`src/rtl/spi_slave.sv`:
```
// ---------------------------------------------------------------------------
// spi_slave
//
// Byte-oriented SPI target. The asynchronous pins (sclk, mosi, ss_n) are
// oversampled in the clk domain through a synchronizer chain. sclk edges are
// found by comparing the synchronized level against a one-cycle-delayed copy.
// All four CPOL/CPHA modes are supported. Mode is latched when the frame starts.
// Several words may be exchanged back to back inside one ss_n frame.
//
// Ports
//   clk, reset_n   system clock, synchronous active-low reset
//   cpol, cpha     SPI mode, latched when the frame starts
//   tx_data/valid  next word to send; accepted when tx_valid & tx_ready
//   tx_ready       one-deep transmit buffer is empty
//   rx_data        last complete received word (held)
//   rx_valid       one-cycle strobe when rx_data updates
//   busy           frame active
//   tx_underrun    one-cycle strobe when DEFAULT_TX is loaded (buffer empty)
//   frame_err      one-cycle strobe when ss_n rises in the middle of a word
//   sclk/mosi/ss_n SPI bus inputs (asynchronous)
//   miso, miso_oe  SPI data out (MSB first) and its pad enable
// ---------------------------------------------------------------------------
module spi_slave #(
    parameter int unsigned           DATA_WIDTH  = 8,
    parameter int unsigned           SYNC_STAGES = 2,
    parameter logic [DATA_WIDTH-1:0] DEFAULT_TX  = {DATA_WIDTH{1'b0}}
) (
    input  logic                  clk,
    input  logic                  reset_n,
    input  logic                  cpol,
    input  logic                  cpha,
    input  logic [DATA_WIDTH-1:0] tx_data,
    input  logic                  tx_valid,
    output logic                  tx_ready,
    output logic [DATA_WIDTH-1:0] rx_data,
    output logic                  rx_valid,
    output logic                  busy,
    output logic                  tx_underrun,
    output logic                  frame_err,
    input  logic                  sclk,
    input  logic                  mosi,
    input  logic                  ss_n,
    output logic                  miso,
    output logic                  miso_oe
);

    localparam int unsigned SYNC_N   = (SYNC_STAGES < 2) ? 2 : SYNC_STAGES;
    localparam int unsigned CNT_W    = (DATA_WIDTH > 1) ? $clog2(DATA_WIDTH) : 1;
    localparam logic [CNT_W-1:0] LAST_BIT = CNT_W'(DATA_WIDTH - 1);

    typedef enum logic [0:0] {
        IDLE   = 1'b0,
        ACTIVE = 1'b1
    } state_t;

    // Synchronizers and edge-detect history
    logic [SYNC_N-1:0]     sclk_sync_r;
    logic [SYNC_N-1:0]     mosi_sync_r;
    logic [SYNC_N-1:0]     ss_sync_r;
    logic [SYNC_N-1:0]     sync_vld_r;
    logic                  sclk_d_r;
    logic                  ss_d_r;
    logic                  ss_armed_r;

    // Frame state
    state_t                state_r;
    logic                  cpol_l_r;
    logic                  cpha_l_r;
    logic [CNT_W-1:0]      bit_cnt_r;
    logic                  skip_shift_r;
    logic [DATA_WIDTH-1:0] rx_shift_r;
    logic [DATA_WIDTH-1:0] tx_shift_r;
    logic [DATA_WIDTH-1:0] tx_buf_r;
    logic                  tx_ready_r;
    logic [DATA_WIDTH-1:0] rx_data_r;
    logic                  rx_valid_r;
    logic                  busy_r;
    logic                  tx_underrun_r;
    logic                  frame_err_r;
    logic                  miso_r;
    logic                  miso_oe_r;

    // Decoded events
    logic                  sclk_s;
    logic                  mosi_s;
    logic                  ss_s;
    logic                  lead_s;
    logic                  trail_s;
    logic                  sample_s;
    logic                  shift_s;
    logic                  ss_fall_s;
    logic                  ss_rise_s;
    logic                  accept_s;
    logic [DATA_WIDTH-1:0] rx_word_s;
    logic [DATA_WIDTH-1:0] reload_word_s;
    logic                  reload_under_s;

    assign sclk_s    = sclk_sync_r[SYNC_N-1];
    assign mosi_s    = mosi_sync_r[SYNC_N-1];
    assign ss_s      = ss_sync_r[SYNC_N-1];
    // A falling ss_n only counts once a genuine high level has been seen
    // since reset, so a frame already in progress at reset is ignored.
    assign ss_fall_s = ss_armed_r & ss_d_r & ~ss_s;
    assign ss_rise_s = ~ss_d_r & ss_s;
    assign sample_s  = cpha_l_r ? trail_s : lead_s;
    assign shift_s   = cpha_l_r ? lead_s : trail_s;
    assign accept_s  = tx_valid & tx_ready_r;
    assign rx_word_s = {rx_shift_r[DATA_WIDTH-2:0], mosi_s};

    assign tx_ready    = tx_ready_r;
    assign rx_data     = rx_data_r;
    assign rx_valid    = rx_valid_r;
    assign busy        = busy_r;
    assign tx_underrun = tx_underrun_r;
    assign frame_err   = frame_err_r;
    assign miso        = miso_r;
    assign miso_oe     = miso_oe_r;

    // Synchronize the asynchronous SPI pins into the clk domain
    always_ff @(posedge clk) begin
        if (!reset_n) begin
            sclk_sync_r <= {SYNC_N{1'b0}};
            mosi_sync_r <= {SYNC_N{1'b0}};
            ss_sync_r   <= {SYNC_N{1'b1}};
            sync_vld_r  <= {SYNC_N{1'b0}};
        end else begin
            sclk_sync_r <= {sclk_sync_r[SYNC_N-2:0], sclk};
            mosi_sync_r <= {mosi_sync_r[SYNC_N-2:0], mosi};
            ss_sync_r   <= {ss_sync_r[SYNC_N-2:0], ss_n};
            sync_vld_r  <= {sync_vld_r[SYNC_N-2:0], 1'b1};
        end
    end

    // Delayed copies for edge detection and the post-reset ss_n arming flag
    always_ff @(posedge clk) begin
        if (!reset_n) begin
            sclk_d_r   <= 1'b0;
            ss_d_r     <= 1'b1;
            ss_armed_r <= 1'b0;
        end else begin
            sclk_d_r   <= sclk_s;
            ss_d_r     <= ss_s;
            ss_armed_r <= ss_armed_r | (sync_vld_r[SYNC_N-1] & ss_s);
        end
    end

    // Classify a synchronized sclk transition against the latched polarity
    always_comb begin
        lead_s  = 1'b0;
        trail_s = 1'b0;
        if (sclk_s != sclk_d_r) begin
            if (sclk_d_r == cpol_l_r) begin
                lead_s = 1'b1;
            end else begin
                trail_s = 1'b1;
            end
        end else begin
            lead_s  = 1'b0;
            trail_s = 1'b0;
        end
    end

    // Pick the next tx_shift word: buffered word, a word accepted this very
    // cycle, or DEFAULT_TX when nothing is available
    always_comb begin
        reload_word_s  = DEFAULT_TX;
        reload_under_s = 1'b0;
        if (!tx_ready_r) begin
            reload_word_s = tx_buf_r;
        end else if (tx_valid) begin
            reload_word_s = tx_data;
        end else begin
            reload_word_s  = DEFAULT_TX;
            reload_under_s = 1'b1;
        end
    end

    // Frame FSM: shift registers, bit counter, tx buffer and status strobes
    always_ff @(posedge clk) begin
        if (!reset_n) begin
            state_r       <= IDLE;
            cpol_l_r      <= 1'b0;
            cpha_l_r      <= 1'b0;
            bit_cnt_r     <= {CNT_W{1'b0}};
            skip_shift_r  <= 1'b0;
            rx_shift_r    <= {DATA_WIDTH{1'b0}};
            tx_shift_r    <= {DATA_WIDTH{1'b0}};
            tx_buf_r      <= {DATA_WIDTH{1'b0}};
            tx_ready_r    <= 1'b1;
            rx_data_r     <= {DATA_WIDTH{1'b0}};
            rx_valid_r    <= 1'b0;
            busy_r        <= 1'b0;
            miso_oe_r     <= 1'b0;
            tx_underrun_r <= 1'b0;
            frame_err_r   <= 1'b0;
        end else begin
            rx_valid_r    <= 1'b0;
            tx_underrun_r <= 1'b0;
            frame_err_r   <= 1'b0;

            // Buffer write; a reload below may override tx_ready_r when the
            // accepted word goes straight into tx_shift.
            if (accept_s) begin
                tx_buf_r   <= tx_data;
                tx_ready_r <= 1'b0;
            end

            case (state_r)
                IDLE: begin
                    if (ss_fall_s) begin
                        state_r       <= ACTIVE;
                        busy_r        <= 1'b1;
                        miso_oe_r     <= 1'b1;
                        cpol_l_r      <= cpol;
                        cpha_l_r      <= cpha;
                        bit_cnt_r     <= {CNT_W{1'b0}};
                        rx_shift_r    <= {DATA_WIDTH{1'b0}};
                        // In CPHA=1 the first leading edge would shift the
                        // freshly loaded MSB away, so it is skipped.
                        skip_shift_r  <= cpha;
                        tx_shift_r    <= reload_word_s;
                        tx_underrun_r <= reload_under_s;
                        tx_ready_r    <= 1'b1;
                    end
                end
                ACTIVE: begin
                    if (ss_rise_s) begin
                        state_r      <= IDLE;
                        busy_r       <= 1'b0;
                        miso_oe_r    <= 1'b0;
                        frame_err_r  <= (bit_cnt_r != {CNT_W{1'b0}});
                        bit_cnt_r    <= {CNT_W{1'b0}};
                        skip_shift_r <= 1'b0;
                    end else if (sample_s) begin
                        if (bit_cnt_r == LAST_BIT) begin
                            rx_data_r     <= rx_word_s;
                            rx_valid_r    <= 1'b1;
                            rx_shift_r    <= rx_word_s;
                            bit_cnt_r     <= {CNT_W{1'b0}};
                            // The reload stands in for the next shift edge.
                            skip_shift_r  <= 1'b1;
                            tx_shift_r    <= reload_word_s;
                            tx_underrun_r <= reload_under_s;
                            tx_ready_r    <= 1'b1;
                        end else begin
                            rx_shift_r <= rx_word_s;
                            bit_cnt_r  <= bit_cnt_r + CNT_W'(1);
                        end
                    end else if (shift_s) begin
                        if (skip_shift_r) begin
                            skip_shift_r <= 1'b0;
                        end else begin
                            tx_shift_r <= {tx_shift_r[DATA_WIDTH-2:0], 1'b0};
                        end
                    end
                end
                default: begin
                    state_r   <= IDLE;
                    busy_r    <= 1'b0;
                    miso_oe_r <= 1'b0;
                end
            endcase
        end
    end

    // Registered miso: MSB of tx_shift while the frame is active
    always_ff @(posedge clk) begin
        if (!reset_n) begin
            miso_r <= 1'b0;
        end else begin
            miso_r <= busy_r & tx_shift_r[DATA_WIDTH-1];
        end
    end

endmodule
```
`config.mk`:
```
export PLATFORM = sky130hd
export DESIGN_NAME = spi_slave
export DESIGN_NICKNAME = d
export VERILOG_FILES = /design/src/rtl/spi_slave.sv
export SDC_FILE = /design/constraint.sdc
export NUM_CORES = 1
export LEC_CHECK = 0
export CORE_MARGIN = 2
export CORE_UTILIZATION = 40
export DETAILED_ROUTE_END_ITERATION = 7
export GPL_ROUTABILITY_DRIVEN = 0
export PLACE_DENSITY = 0.71
export SYNTH_ARGS = -nofsm -noshare
export SYNTH_HDL_FRONTEND = slang
export SYNTH_SLANG_ARGS = --single-unit
```
`constraint.sdc`:
```
create_clock -name clk -period 4.7 [get_ports clk]
set_input_delay 0.94 -clock clk [delete_from_list [all_inputs] [get_ports clk]]
set_output_delay 0.94 -clock clk [all_outputs]
set_load 0.02 [all_outputs]
```
==> run summary <==
WP data arrival -> 2910 ps
Antenna diodes -> 0
Hold slack -> 417 ps
Metal2 WL -> 1.96 mm
Detailed Route Iter0 Violations -> 87
Nature of the critical path startpoint -> primary input
Final Skew -> 6.25 ps
CTS Hold Buffers Added -> 0
Synthesized-area fraction occupied by xor and xnor cells -> 0.00720
Final #Nets -> 285
Via count -> 1720
Post-route cell area -> 2670 um^2
WP buf/inv -> 2
Mean Syn Cell Area -> 9.30 um^2
P_leak -> 0.961 nW
Die Width -> 79.2 um
Synth Net Count -> 262
Initial antenna violation count -> 0
# rows -> 27
Final Routed Wirelength -> 4.10 mm
Proportion of layout cells with a drive suffix above 1 -> 0.0524
Outcome -> finished, final reports clean
First-pass GRT wire length -> 7.20 mm
Clock share of power -> 0.310
Largest family of logic cells by synthesized area -> compound AO/OA/AOI/OAI gates
Total track usage -> 0.144
Fin. Hold Viols -> 0
Worst-path clk slew -> 90 ps
Synthesized cell area -> 2260 um^2
Synth warnings -> 0
Switching Share -> 0.232
FF-to-FF setup slack -> 2500 ps
Final Max Tran Viols -> 0
Family with the most delay on the worst path -> buffers and inverters
Detailed Place HPWL -> 2.86 mm
Port Buffers -> 30
Worst skew pair latency -> 300 ps
Clock tree sinks -> 55
Max-cap violations -> 0
Residual DRC -> 0
Sequential share of the synthesized area -> 0.487
R2R depth -> 5
TritonRoute pass-1 iters -> 4
Full die area -> 6270 um^2
WP depth -> 5
Worst vdd ir -> 146 uV
Filler cell count -> 530
Gr ovfl total -> 0
CTS max path bufs -> 2
WS Path Type -> primary input to flop
Psw -> 0.187 mW
Starting Density -> 0.413
WP data required -> 4950 ps
Area growth from synthesis to layout -> 18.1%
Resize count post-CTS -> 0
Post-Synth Simple-Gate Area -> 0.185
Final Cycle Share -> 0.564
DR WL/cell -> 12.1 um
H-tree levels -> 2
TritonCTS buffer count -> 5
Slowest stage delay, CP -> 1240 ps
Placed Instance Area -> 2590 um^2
Minimum clock period -> 2650 ps
Netlist cell types -> 36
#FFs+latches synth -> 55
Vias per Instance -> 5.07
Slowest CP cell -> clkdlybuf4s50_1
Vias in the first global route -> 1624
Core ar. -> 5470 um^2
# Post-CTS Setup Buffers -> 0
# IOs -> 31
Vert. Die Dim -> 79.2 um
Worst Path Max Fanout -> 39
Comb power frac -> 0.086
Crit path cell chain -> clkdlybuf4s50_1 -> buf_4 -> o31ai_1 -> nor2_1 -> o21a_1
Setup_tns -> 0 ps
Max_slew headroom -> 0.220
Post-synthesis adder-cell area fraction -> 0.0166
CTS root buf -> clkbuf_8
Type of the tightest min-delay check -> flop to flop
CP endpoint kind -> flop
Tot Pwr -> 0.804 mW
Largest net degree at the start of global routing -> 40
Met3 WL -> 157 um
Multiplexer area fraction after synthesis -> 0.0465
Hold depth -> 1
Pwr dens -> 302 nW/um^2
Wire length on met1 -> 1.90 mm
Post-synthesis cell count -> 243
Max Freq -> 377 MHz
Routed Antenna Nets -> 0
TritonCTS clock tree -> yes
Reg power frac -> 0.604
Highest Signal Layer -> met4
Final setup vio count -> 0
Internal power -> 0.618 mW
Complex-gate fraction of the synthesized area -> 0.204
Layout Utilization -> 0.487
Unrepaired setup endpoints after global routing -> no
Worst slew pin tran -> 1170 ps
power groups by stage:
stage          logic (mW)  clock network (mW)  registers (mW)
3_5_place_dp       0.0698                   0           0.496
5_1_grt            0.0769               0.274           0.487
6_report           0.0692               0.250           0.485
3_3_place_gp       0.0693                   0           0.496
2_1_floorplan      0.0439                   0           0.495
4_1_cts            0.0701               0.256           0.485
cell type report:
type	instances	area, um^2	area share
clock inverter	1	5.00	0.00188
clock buffer	7	76.3	0.0286
inverter	13	48.8	0.0183
timing repair buffer	31	308	0.115
sequential	55	1100	0.413
multi-input combinational	160	1040	0.389
tap	72	90.1	0.0338
state kept, by name, indices dropped and copies added, names as in the netlist, 3 cells and up:
signal      flops
bit_cnt_r       3
rx_shift_r      7
tx_shift_r      8
rx_data         8
tx_buf_r        8
cell usage after synthesis:
library cell | instances | area [um^2]
dfxtp_1 | 55 | 1100
nand2_1 | 36 | 135
a21boi_0 | 18 | 135
inv_1 | 13 | 48.8
nor2b_1 | 11 | 68.8
clkbuf_1 | 10 | 37.5
and2_1 | 9 | 56.3
mux2i_1 | 9 | 90.1
nand3_1 | 9 | 45.0
a21oi_1 | 8 | 40.0
o211ai_1 | 8 | 60.1
a22oi_1 | 7 | 52.6
o221ai_1 | 7 | 61.3
nand2b_1 | 6 | 37.5
nor2_1 | 6 | 22.5
a32o_1 | 3 | 30.0
buf_2 | 3 | 15.0
ha_1 | 3 | 37.5
o21ai_0 | 3 | 15.0
o21a_1 | 2 | 15.0
or3_1 | 2 | 12.5
a211oi_1 | 1 | 7.51
a31o_2 | 1 | 8.76
and3_1 | 1 | 6.26
buf_4 | 1 | 7.51
buf_6 | 1 | 11.3
mux2_4 | 1 | 15.0
nand2_2 | 1 | 6.26
nand3b_1 | 1 | 7.51
nor3b_1 | 1 | 7.51
nor3b_2 | 1 | 12.5
o21ai_1 | 1 | 5.00
o21ai_2 | 1 | 8.76
o221ai_2 | 1 | 15.0
o31ai_1 | 1 | 7.51
xnor2_2 | 1 | 16.3
logic make-up after synthesis:
logic type | after synthesis
compound gates | 62
xor+xnor | 1
fa+ha+maj | 3
buf+inv | 28
flops | 55
mux | 10
simple gates | 84
through the flow:
| stage | cells | setup WS (ps) |
|---|---|---|
| after floorplan | 243 | 2920 |
| after global placement | 331 | 1770 |
| after detailed placement | 331 | 1740 |
| after CTS | 339 | 2070 |
| after global routing | 339 | 1900 |
| final | 339 | 2050 |
path summary, 6_finish.rpt:
kind	start	to
worst max-delay path	reset_n	skip_shift_r
worst min-delay path	ss_sync_r[0]	ss_sync_r[1]
worst max register to register	cpha_l_r	skip_shift_r
worst min register to register	ss_sync_r[0]	ss_sync_r[1]
metal layers:
metal  vias to the layer above  track usage
li1                        882            -
met1                       790        0.174
met2                        37        0.236
met3                        11       0.0409
met4                         0       0.0690
met5                         -            0
cell usage in the layout (no fill, tap or decap), types with 2 or more instances in the layout:
master | netlist | routed
inv_1 | 13 | 13
and2_1 | 9 | 9
o221ai_1 | 7 | 7
a32o_1 | 3 | 3
a22oi_1 | 7 | 7
nand3_1 | 9 | 9
a21oi_1 | 8 | 8
o21ai_0 | 3 | 3
nand2_1 | 36 | 36
o21a_1 | 2 | 2
o211ai_1 | 8 | 8
clkbuf_1 | 10 | 2
or3_1 | 2 | 2
nor2_1 | 6 | 6
clkdlybuf4s50_1 | 0 | 30
mux2i_1 | 9 | 9
ha_1 | 3 | 3
a21boi_0 | 18 | 18
dfxtp_1 | 55 | 55
nor2b_1 | 11 | 11
clkbuf_8 | 0 | 5
nand2b_1 | 6 | 6
Power figures use the tool's default switching activity.
